### src/rtl/mc_ctrl.sv
// mc_ctrl: multi-cycle Moore control FSM driving ALU opcode and datapath enables for a MIPS subset.
// Define MC_CTRL_SHIFT_EN to add R-type srlv/srav (ALUOp 4/5); otherwise they decode as illegal.
module mc_ctrl (
  input  logic        clk,
  input  logic        reset,
  input  logic [31:0] instr,
  input  logic        zero,
  output logic        PCWrite,
  output logic [1:0]  PCSrc,
  output logic        IRWrite,
  output logic        RegWrite,
  output logic        RegDst,
  output logic        MemtoReg,
  output logic        MemWrite,
  output logic [1:0]  ALUSrcA,
  output logic [1:0]  ALUSrcB,
  output logic [1:0]  ExtOp,
  output logic [2:0]  ALUOp,
  output logic        retire,
  output logic        illegal
);

  localparam logic [5:0] OP_RTYPE = 6'h00;
  localparam logic [5:0] OP_ORI   = 6'h0d;
  localparam logic [5:0] OP_LUI   = 6'h0f;
  localparam logic [5:0] OP_LW    = 6'h23;
  localparam logic [5:0] OP_SW    = 6'h2b;
  localparam logic [5:0] OP_BEQ   = 6'h04;
  localparam logic [5:0] OP_J     = 6'h02;

  localparam logic [5:0] FN_ADDU  = 6'h21;
  localparam logic [5:0] FN_SUBU  = 6'h23;
  localparam logic [5:0] FN_AND   = 6'h24;
  localparam logic [5:0] FN_OR    = 6'h25;
`ifdef MC_CTRL_SHIFT_EN
  localparam logic [5:0] FN_SRLV  = 6'h06;
  localparam logic [5:0] FN_SRAV  = 6'h07;
`endif

  typedef enum logic [3:0] {
    S_FETCH   = 4'd0,
    S_DECODE  = 4'd1,
    S_EXEC    = 4'd2,
    S_ALUWB   = 4'd3,
    S_MEMADDR = 4'd4,
    S_MEMRD   = 4'd5,
    S_MEMWB   = 4'd6,
    S_MEMWR   = 4'd7,
    S_BRANCH  = 4'd8,
    S_JUMP    = 4'd9
  } state_t;

  function automatic logic funct_legal(input logic [5:0] fn);
    case (fn)
      FN_ADDU, FN_SUBU, FN_AND, FN_OR: funct_legal = 1'b1;
`ifdef MC_CTRL_SHIFT_EN
      FN_SRLV, FN_SRAV:                funct_legal = 1'b1;
`endif
      default:                         funct_legal = 1'b0;
    endcase
  endfunction

  function automatic logic [2:0] funct_aluop(input logic [5:0] fn);
    case (fn)
      FN_ADDU: funct_aluop = 3'd0;
      FN_SUBU: funct_aluop = 3'd1;
      FN_AND:  funct_aluop = 3'd2;
      FN_OR:   funct_aluop = 3'd3;
`ifdef MC_CTRL_SHIFT_EN
      FN_SRLV: funct_aluop = 3'd4;
      FN_SRAV: funct_aluop = 3'd5;
`endif
      default: funct_aluop = 3'd0;
    endcase
  endfunction

  state_t state_q, state_d;

  logic [5:0] op_s, fn_s;
  logic       is_r_s, is_ori_s, is_lui_s, is_lw_s, is_sw_s, is_beq_s, is_j_s;
  logic       unused_instr_s;

  logic       pc_write_s, ir_write_s, reg_write_s, reg_dst_s, mem_to_reg_s, mem_write_s;
  logic [1:0] pc_src_s, alu_src_a_s, alu_src_b_s, ext_op_s;
  logic [2:0] alu_op_s;
  logic       retire_s, illegal_s;

  assign op_s           = instr[31:26];
  assign fn_s           = instr[5:0];
  assign unused_instr_s = ^instr[25:6];

  // Instruction class decode from the IR
  always_comb begin
    is_r_s   = (op_s == OP_RTYPE) && funct_legal(fn_s);
    is_ori_s = (op_s == OP_ORI);
    is_lui_s = (op_s == OP_LUI);
    is_lw_s  = (op_s == OP_LW);
    is_sw_s  = (op_s == OP_SW);
    is_beq_s = (op_s == OP_BEQ);
    is_j_s   = (op_s == OP_J);
  end

  // State register; reset abandons any in-flight instruction
  always_ff @(posedge clk or posedge reset) begin
    if (reset) begin
      state_q <= S_FETCH;
    end else begin
      state_q <= state_d;
    end
  end

  // Next-state and raw Moore outputs
  always_comb begin
    state_d      = S_FETCH;
    pc_write_s   = 1'b0;
    pc_src_s     = 2'd0;
    ir_write_s   = 1'b0;
    reg_write_s  = 1'b0;
    reg_dst_s    = 1'b0;
    mem_to_reg_s = 1'b0;
    mem_write_s  = 1'b0;
    alu_src_a_s  = 2'd0;
    alu_src_b_s  = 2'd0;
    ext_op_s     = 2'd0;
    alu_op_s     = 3'd0;
    retire_s     = 1'b0;
    illegal_s    = 1'b0;

    case (state_q)
      S_FETCH: begin
        ir_write_s  = 1'b1;
        pc_write_s  = 1'b1;
        pc_src_s    = 2'd0;
        alu_src_a_s = 2'd0;
        alu_src_b_s = 2'd1;
        alu_op_s    = 3'd0;
        state_d     = S_DECODE;
      end
      S_DECODE: begin
        // PC + (signext(imm) << 2) precomputed so BRANCH can take it from ALUOut
        alu_src_a_s = 2'd0;
        alu_src_b_s = 2'd3;
        alu_op_s    = 3'd0;
        if (is_r_s || is_ori_s || is_lui_s) begin
          state_d = S_EXEC;
        end else if (is_lw_s || is_sw_s) begin
          state_d = S_MEMADDR;
        end else if (is_beq_s) begin
          state_d = S_BRANCH;
        end else if (is_j_s) begin
          state_d = S_JUMP;
        end else begin
          state_d   = S_FETCH;
          illegal_s = 1'b1;
          retire_s  = 1'b1;
        end
      end
      S_EXEC: begin
        if (is_r_s) begin
          alu_src_a_s = 2'd1;
          alu_src_b_s = 2'd0;
          alu_op_s    = funct_aluop(fn_s);
        end else if (is_ori_s) begin
          alu_src_a_s = 2'd1;
          alu_src_b_s = 2'd2;
          ext_op_s    = 2'd0;
          alu_op_s    = 3'd3;
        end else if (is_lui_s) begin
          alu_src_a_s = 2'd2;
          alu_src_b_s = 2'd2;
          ext_op_s    = 2'd2;
          alu_op_s    = 3'd0;
        end else begin
          alu_op_s    = 3'd0;
        end
        state_d = S_ALUWB;
      end
      S_ALUWB: begin
        reg_write_s  = 1'b1;
        mem_to_reg_s = 1'b0;
        reg_dst_s    = (op_s == OP_RTYPE);
        retire_s     = 1'b1;
        state_d      = S_FETCH;
      end
      S_MEMADDR: begin
        alu_src_a_s = 2'd1;
        alu_src_b_s = 2'd2;
        ext_op_s    = 2'd1;
        alu_op_s    = 3'd0;
        if (is_lw_s) begin
          state_d = S_MEMRD;
        end else if (is_sw_s) begin
          state_d = S_MEMWR;
        end else begin
          state_d = S_FETCH;
        end
      end
      S_MEMRD: begin
        state_d = S_MEMWB;
      end
      S_MEMWB: begin
        reg_write_s  = 1'b1;
        mem_to_reg_s = 1'b1;
        reg_dst_s    = 1'b0;
        retire_s     = 1'b1;
        state_d      = S_FETCH;
      end
      S_MEMWR: begin
        mem_write_s = 1'b1;
        retire_s    = 1'b1;
        state_d     = S_FETCH;
      end
      S_BRANCH: begin
        // The only Mealy-style output: taken-branch PC load follows the comparator
        alu_src_a_s = 2'd1;
        alu_src_b_s = 2'd0;
        alu_op_s    = 3'd1;
        pc_src_s    = 2'd1;
        pc_write_s  = zero;
        retire_s    = 1'b1;
        state_d     = S_FETCH;
      end
      S_JUMP: begin
        pc_write_s = 1'b1;
        pc_src_s   = 2'd2;
        retire_s   = 1'b1;
        state_d    = S_FETCH;
      end
      default: begin
        state_d = S_FETCH;
      end
    endcase
  end

  // Hold every output low for as long as reset is asserted
  always_comb begin
    if (reset) begin
      PCWrite  = 1'b0;
      PCSrc    = 2'd0;
      IRWrite  = 1'b0;
      RegWrite = 1'b0;
      RegDst   = 1'b0;
      MemtoReg = 1'b0;
      MemWrite = 1'b0;
      ALUSrcA  = 2'd0;
      ALUSrcB  = 2'd0;
      ExtOp    = 2'd0;
      ALUOp    = 3'd0;
      retire   = 1'b0;
      illegal  = 1'b0;
    end else begin
      PCWrite  = pc_write_s;
      PCSrc    = pc_src_s;
      IRWrite  = ir_write_s;
      RegWrite = reg_write_s;
      RegDst   = reg_dst_s;
      MemtoReg = mem_to_reg_s;
      MemWrite = mem_write_s;
      ALUSrcA  = alu_src_a_s;
      ALUSrcB  = alu_src_b_s;
      ExtOp    = ext_op_s;
      ALUOp    = alu_op_s;
      retire   = retire_s;
      illegal  = illegal_s;
    end
  end

endmodule

### config.mk
export PLATFORM = sky130hd
export DESIGN_NAME = mc_ctrl
export DESIGN_NICKNAME = d
export VERILOG_FILES = /design/src/rtl/mc_ctrl.sv
export SDC_FILE = /design/constraint.sdc
export NUM_CORES = 1
export LEC_CHECK = 0
export BUFFER_PORTS_ARGS = -buffer_cell sky130_fd_sc_hd__buf_4
export CORE_MARGIN = 2
export CORE_UTILIZATION = 35
export CTS_BUF_LIST = sky130_fd_sc_hd__clkbuf_8 sky130_fd_sc_hd__clkbuf_16
export DETAILED_ROUTE_END_ITERATION = 10
export PLACE_DENSITY_LB_ADDON = 0.08
export SLEW_MARGIN = 0
export SYNTH_ARGS = -nofsm -noshare
export SYNTH_HDL_FRONTEND = slang
export SYNTH_SLANG_ARGS = --single-unit
### constraint.sdc
create_clock -name clk -period 1.5 [get_ports clk]
set_input_delay 0.225 -clock clk [delete_from_list [all_inputs] [get_ports clk]]
set_output_delay 0.225 -clock clk [all_outputs]
set_load 0.02 [all_outputs]
**After elaboration in Yosys (flattened, before gate mapping)**

Cells that the tools add are included.

- Register bits: 4
- Latch bits: 0
- Memory bits (writable): 0
- Memory bits (read-only): 0
- Bits of input ports: 35
- Output and inout bits: 19
- Logic and storage cells: 79
- Memories kept: 0

- Add/sub/neg operators: 0
- $mul: 0
- Div/mod/pow operators: 0
- Order comparisons: 0
- Equality and inequality tests: 19
- Shifts and indexed selects: 0
- Mux-type cells: 48
- Bitwise operators: 0
- Reductions and logical operators: 11

Operator list:

| cell | count |
|---|---|
| == test 6 bit (second input constant) | 6 |
| 2-to-1 mux 2 bit | 12 |
| case mux 4 bit (5 select lines) | 1 |
| 2-to-1 mux 1 bit | 19 |
| == test 4 x 3 -> 1 bit (second input constant) | 4 |
| 2-to-1 mux 4 bit | 4 |
| == test 6 x 4 -> 1 bit (second input constant) | 2 |
| 2-to-1 mux 3 bit | 4 |
| case mux 2 bit (2 select lines) | 3 |
| == test 4 x 2 -> 1 bit (second input constant) | 2 |
| == test 4 bit (second input constant) | 2 |
| case mux 2 bit (4 select lines) | 1 |
| == test 6 x 2 -> 1 bit (second input constant) | 1 |
| == test 6 x 3 -> 1 bit (second input constant) | 1 |
| logical NOT 6 bit | 1 |
| case mux 2 bit (3 select lines) | 1 |
| case mux 3 bit (2 select lines) | 1 |
| OR reduction 2 bit | 3 |
| OR reduction 5 bit | 1 |
| == test 4 x 1 -> 1 bit (second input constant) | 1 |
| logical NOT 4 bit | 1 |
| case mux 1 bit (2 select lines) | 2 |
| OR reduction 4 bit | 1 |
| logical OR 1 bit | 3 |
| logical AND 1 bit | 1 |

**Logic depth before layout (Yosys ltp)**

- Depth in word-level cells: 9
- Gate-level depth with buffers: 5
- Gate-level depth less buffers: 4

**Worst setup path after synthesis**

No wires, ideal clock.

- Path type: register to output
- Start: register state_q[2]
- End: output port retire
- Data arrival time: 1.561 ns
- Required time: 1.275 ns
- Path slack: -0.286 ns
- Cell stages (with the launch flop): 5
- Path buffers: 0
- Cell sequence: dfrtp_1 -> or3_1 -> nor2_1 -> nand2_1 -> o32ai_1

- Cells in the longest elaborated chain, start to end: 4
- Elaborated cells on any way between the ends: 9
- Those cells by class: eq/ne (6); mux (2); reduce/logical (1)

RTL lines:

| item | RTL line | text |
|---|---|---|
| start, declared | 77 | `state_t state_q, state_d;` |
| start signal, assigned | 108 | `state_q <= state_d;` |
| == test 4 bit (tied with other cells) | 129 | `case (state_q)` |
| OR reduction 5 bit (no line) | - |  |
| case mux 1 bit (2 select lines) * | 129 |  |
| 2-to-1 mux 1 bit * | 237 | `if (reset) begin` |
| end, declared | 19 | `output logic retire,` |

Mark *: on every way between the ends. The rest lies on a longest branch, timed or not.

**Worst setup path in the final report**

- Start: register state_q[3]
- End: output port illegal

- Cells in the longest elaborated chain, start to end: 3

RTL lines:

| item | RTL line | text |
|---|---|---|
| == test 4 x 1 -> 1 bit | 129 |  |
| 2-to-1 mux 1 bit | 129 |  |
| 2-to-1 mux 1 bit | 237 |  |
| end, declared | 20 | `output logic illegal` |

No other way between the ends.

==> results.md <==
* Outcome: complete, but fails checks
* Failing checks: setup timing
* Largest net degree at the start of global routing at 12
* Hpwl dp at around 1600 microns
* Total GRT Usage at between 20 and 25%
* Max reg flops at 4
* Met3 usage at around 3.6%
* Post-Syn Area per Cell at 6.832 sq um
* Core Footprint at 1670 sq um
* Post-synthesis register bit count at 4
* First-pass GRT wire length at 3588 microns
* CP Launch Type: register
* Critical path's slowest cell: or3_4
* Worst setup path class: register to primary output
* Hold/Removal Path Class: input port to asynchronous set/reset pin
* Yosys cell types at 36
* DR WL/cell at roughly 16 microns
* Iteration-0 DRC Markers at 36
* GR Util met2 at a little over two fifths
* Root buf cell: clkbuf_8
* Min cycle time layout at 1.808 ns
* Largest registers: state_q (4)
* CP delay by family, top: simple AND/OR/NAND/NOR gates
* CP Capture Type: primary output
* Final hold slack at 0.1331 ns
* Max-slew violations at 0
* Critical path arrival at 1.58 ns
* Row cnt at 15
* Post-DRT Antenna Nets at 0
* Vias in the first global route at 822
* Mapped Cells at 89
* Die Height at between 40 and 50 microns
* Max Buffers Root-to-Sink at 2
* Slowest stage delay, CP at 0.42 ns
* Synth Cell Area at approximately 610 sq um
* Worst r2r src: state_q[2]
* Reg area at 102.6 sq um
* Initial antenna violation count at 0
* Final count of hold timing violations at 0
* Routability cong. at between 0.8 and 0.9
* Req. time, crit path at roughly 1.3 ns
* Cell Pwr Density at around 960 nW/um^2
* P&R area growth vs syn at 129.2%
* Skew final at roughly 0.0017 ns
* Clock sink total at 4
* Final Setup Violations at 17
* Busiest grt layer: met2
* Via-to-Cell Ratio at 5.698
* TNS Setup at -2.657 ns
* Via count at 963
* Io pins at 54
* RSZ-0062 raised after global routing: yes
* Met1 Usage GRT at 27.18%
* Biggest register: state_q
* Critical path startpoint: state_q[3]
* Fin crit share at 120.6%
* Seq/Total Area, Yosys at about 16%
* Max cap viols at 0
* Initial core utilization at 36.40%
* CTS tree: yes
* CTS clk-pin slew, worst paths at 0.03 ns
* CP bufs+invs at 2
* H-tree depth at 1
* Fill count at 112
* P_leak at 0.6529 nW
* Fin nets at 189
* CTS Buf Count at 3
* PnR worst setup slack at -0.3083 ns
* Share of layout cells above drive strength 1 at 71.05%
* DIE AREA at 2087 sq um
* Post-synth net total at 124
* Multi-input gate area at 648.1 sq um
* Ant diodes at 0
* IO Port Bufs at 32
* Clk_lat worst skew at 0.22 ns
* Total grt overflow at 0
* CP Max Fanout at 3
* Die Wd at 45.68 microns
* VDD IR max at 0.9593 mV
* WL final at between 2000 and 3000 microns
* Critical path cell sequence: or3_4 > nor2_4 > nand2_2 > buf_4 > nor3_4 > buf_6
* DR DRC count at 0
* 1st-pass router iterations at 4
* Max Fclk at around 550 MHz
* Synth warn at 0
layout by cell type, fill, tap and decap left out, types with 3 or more instances in the layout:
master	instances
xor2_1	3
o21ai_0	4
nor3_2	3
nand2_1	6
nor2_1	10
buf_4	53
nor2b_1	3
clkbuf_8	3
nor4_4	3
buf_6	14
nor2_4	3
nand2b_4	3
power breakdown:
part           switching [mW]  internal (mW)  leakage [nW]
sequential             0.0605          0.135        0.0506
combinational           0.454          0.463         0.581
clock                  0.0554          0.171        0.0216
final cells by class:
cell class	instances	area share, %
Sequential cell	4	7.361
Clock buffer	3	2.962
Tap cell	17	1.526
Timing Repair Buffer	68	40.93
Multi-Input combinational cell	75	46.50
Inverter	2	0.7181
path summary, 6_finish.rpt:
kind,end,slack (ns),cells past startpoint
max,illegal,-0.31,6
min,state_q[2],0.13,3
max reg2reg,state_q[0],0.03,7
min reg2reg,state_q[1],0.69,2
max in group asynchronous,state_q[1],1.18,3
min in group clk,state_q[1],0.48,4
worst register-to-register path, delay by kind of cell (launching register included):
kind	cells	cell delay [ns]
buffers and inverters	4	0.53
AND/OR/NAND/NOR	2	0.35
flip-flops	1	0.39
AO/OA/AOI/OAI	1	0.12
synthesized netlist by cell type, drive strengths merged:
library cell,instances,area [sq um]
dfrtp,4,100.1
buf,2,11.26
a21o,1,7.510
or3,1,6.260
xor2,3,26.28
nand2b,4,25.02
and3,3,18.77
and2,1,6.260
a21oi,3,18.77
conb,1,3.750
nor2,15,56.30
nor2b,3,18.77
a31oi,1,6.260
nor3b,1,7.510
o2111ai,1,15.01
a31o,1,8.760
a32o,1,10.01
o22ai,1,6.260
a221oi,1,8.760
nand3,1,5.000
o21ai,5,25.02
and4,1,10.01
mux2i,1,10.01
inv,2,7.510
nor3,5,25.02
o32ai,1,8.760
nand2,9,33.78
clkbuf,6,22.52
nor4,5,46.29
nand4,2,12.51
nor4b,2,32.53
a211oi,1,7.510
cell families after synthesis:
| family | count (synthesis) | share of synthesized area, % |
|---|---|---|
| and+or+nand+nor | 53 | 50.00 |
| buffers and inverters | 10 | 6.790 |
| AOI/OAI and AO/OA | 17 | 20.17 |
| xor gates and xnor gates | 3 | 4.322 |
| other | 1 | 0.6167 |
| muxes | 1 | 1.646 |
| DFF | 4 | 16.46 |
metrics by stage:
step           util [%]  total power [mW]  cells  instance area (sq um)  setup WS [ns]
2_1_floorplan         -            0.5035     89                  643.1        -0.1669
3_3_place_gp      63.37            0.7983    155                   1059       -0.09595
3_5_place_dp      63.37            0.8034    155                   1059        -0.1011
4_1_cts           75.73             1.164    166                   1265        -0.2879
5_1_grt           83.45             1.408    169                   1394        -0.3668
6_report          83.45             1.339    169                   1394        -0.3083
layer usage:
| metal | routed length [microns] | vias to the layer above | share of wire [%] |
|---|---|---|---|
| li1 | - | 449 | - |
| met1 | 1126 | 467 | 41 |
| met2 | 1470 | 41 | 53 |
| met3 | 125 | 6 | 4.5 |
| met4 | 38 | 0 | 1.4 |
| met5 | 0 | - | 0 |
what timing repair did:
action	in CTS	in global routing
hold buffers	0	0
resized for setup	25	29
endpoints found under the hold margin	0	0
buffers inserted	8	6
pin swaps	5	10
endpoints found under the setup margin	17	19
gates cloned	0	0
(Power assumes the default switching activity.)
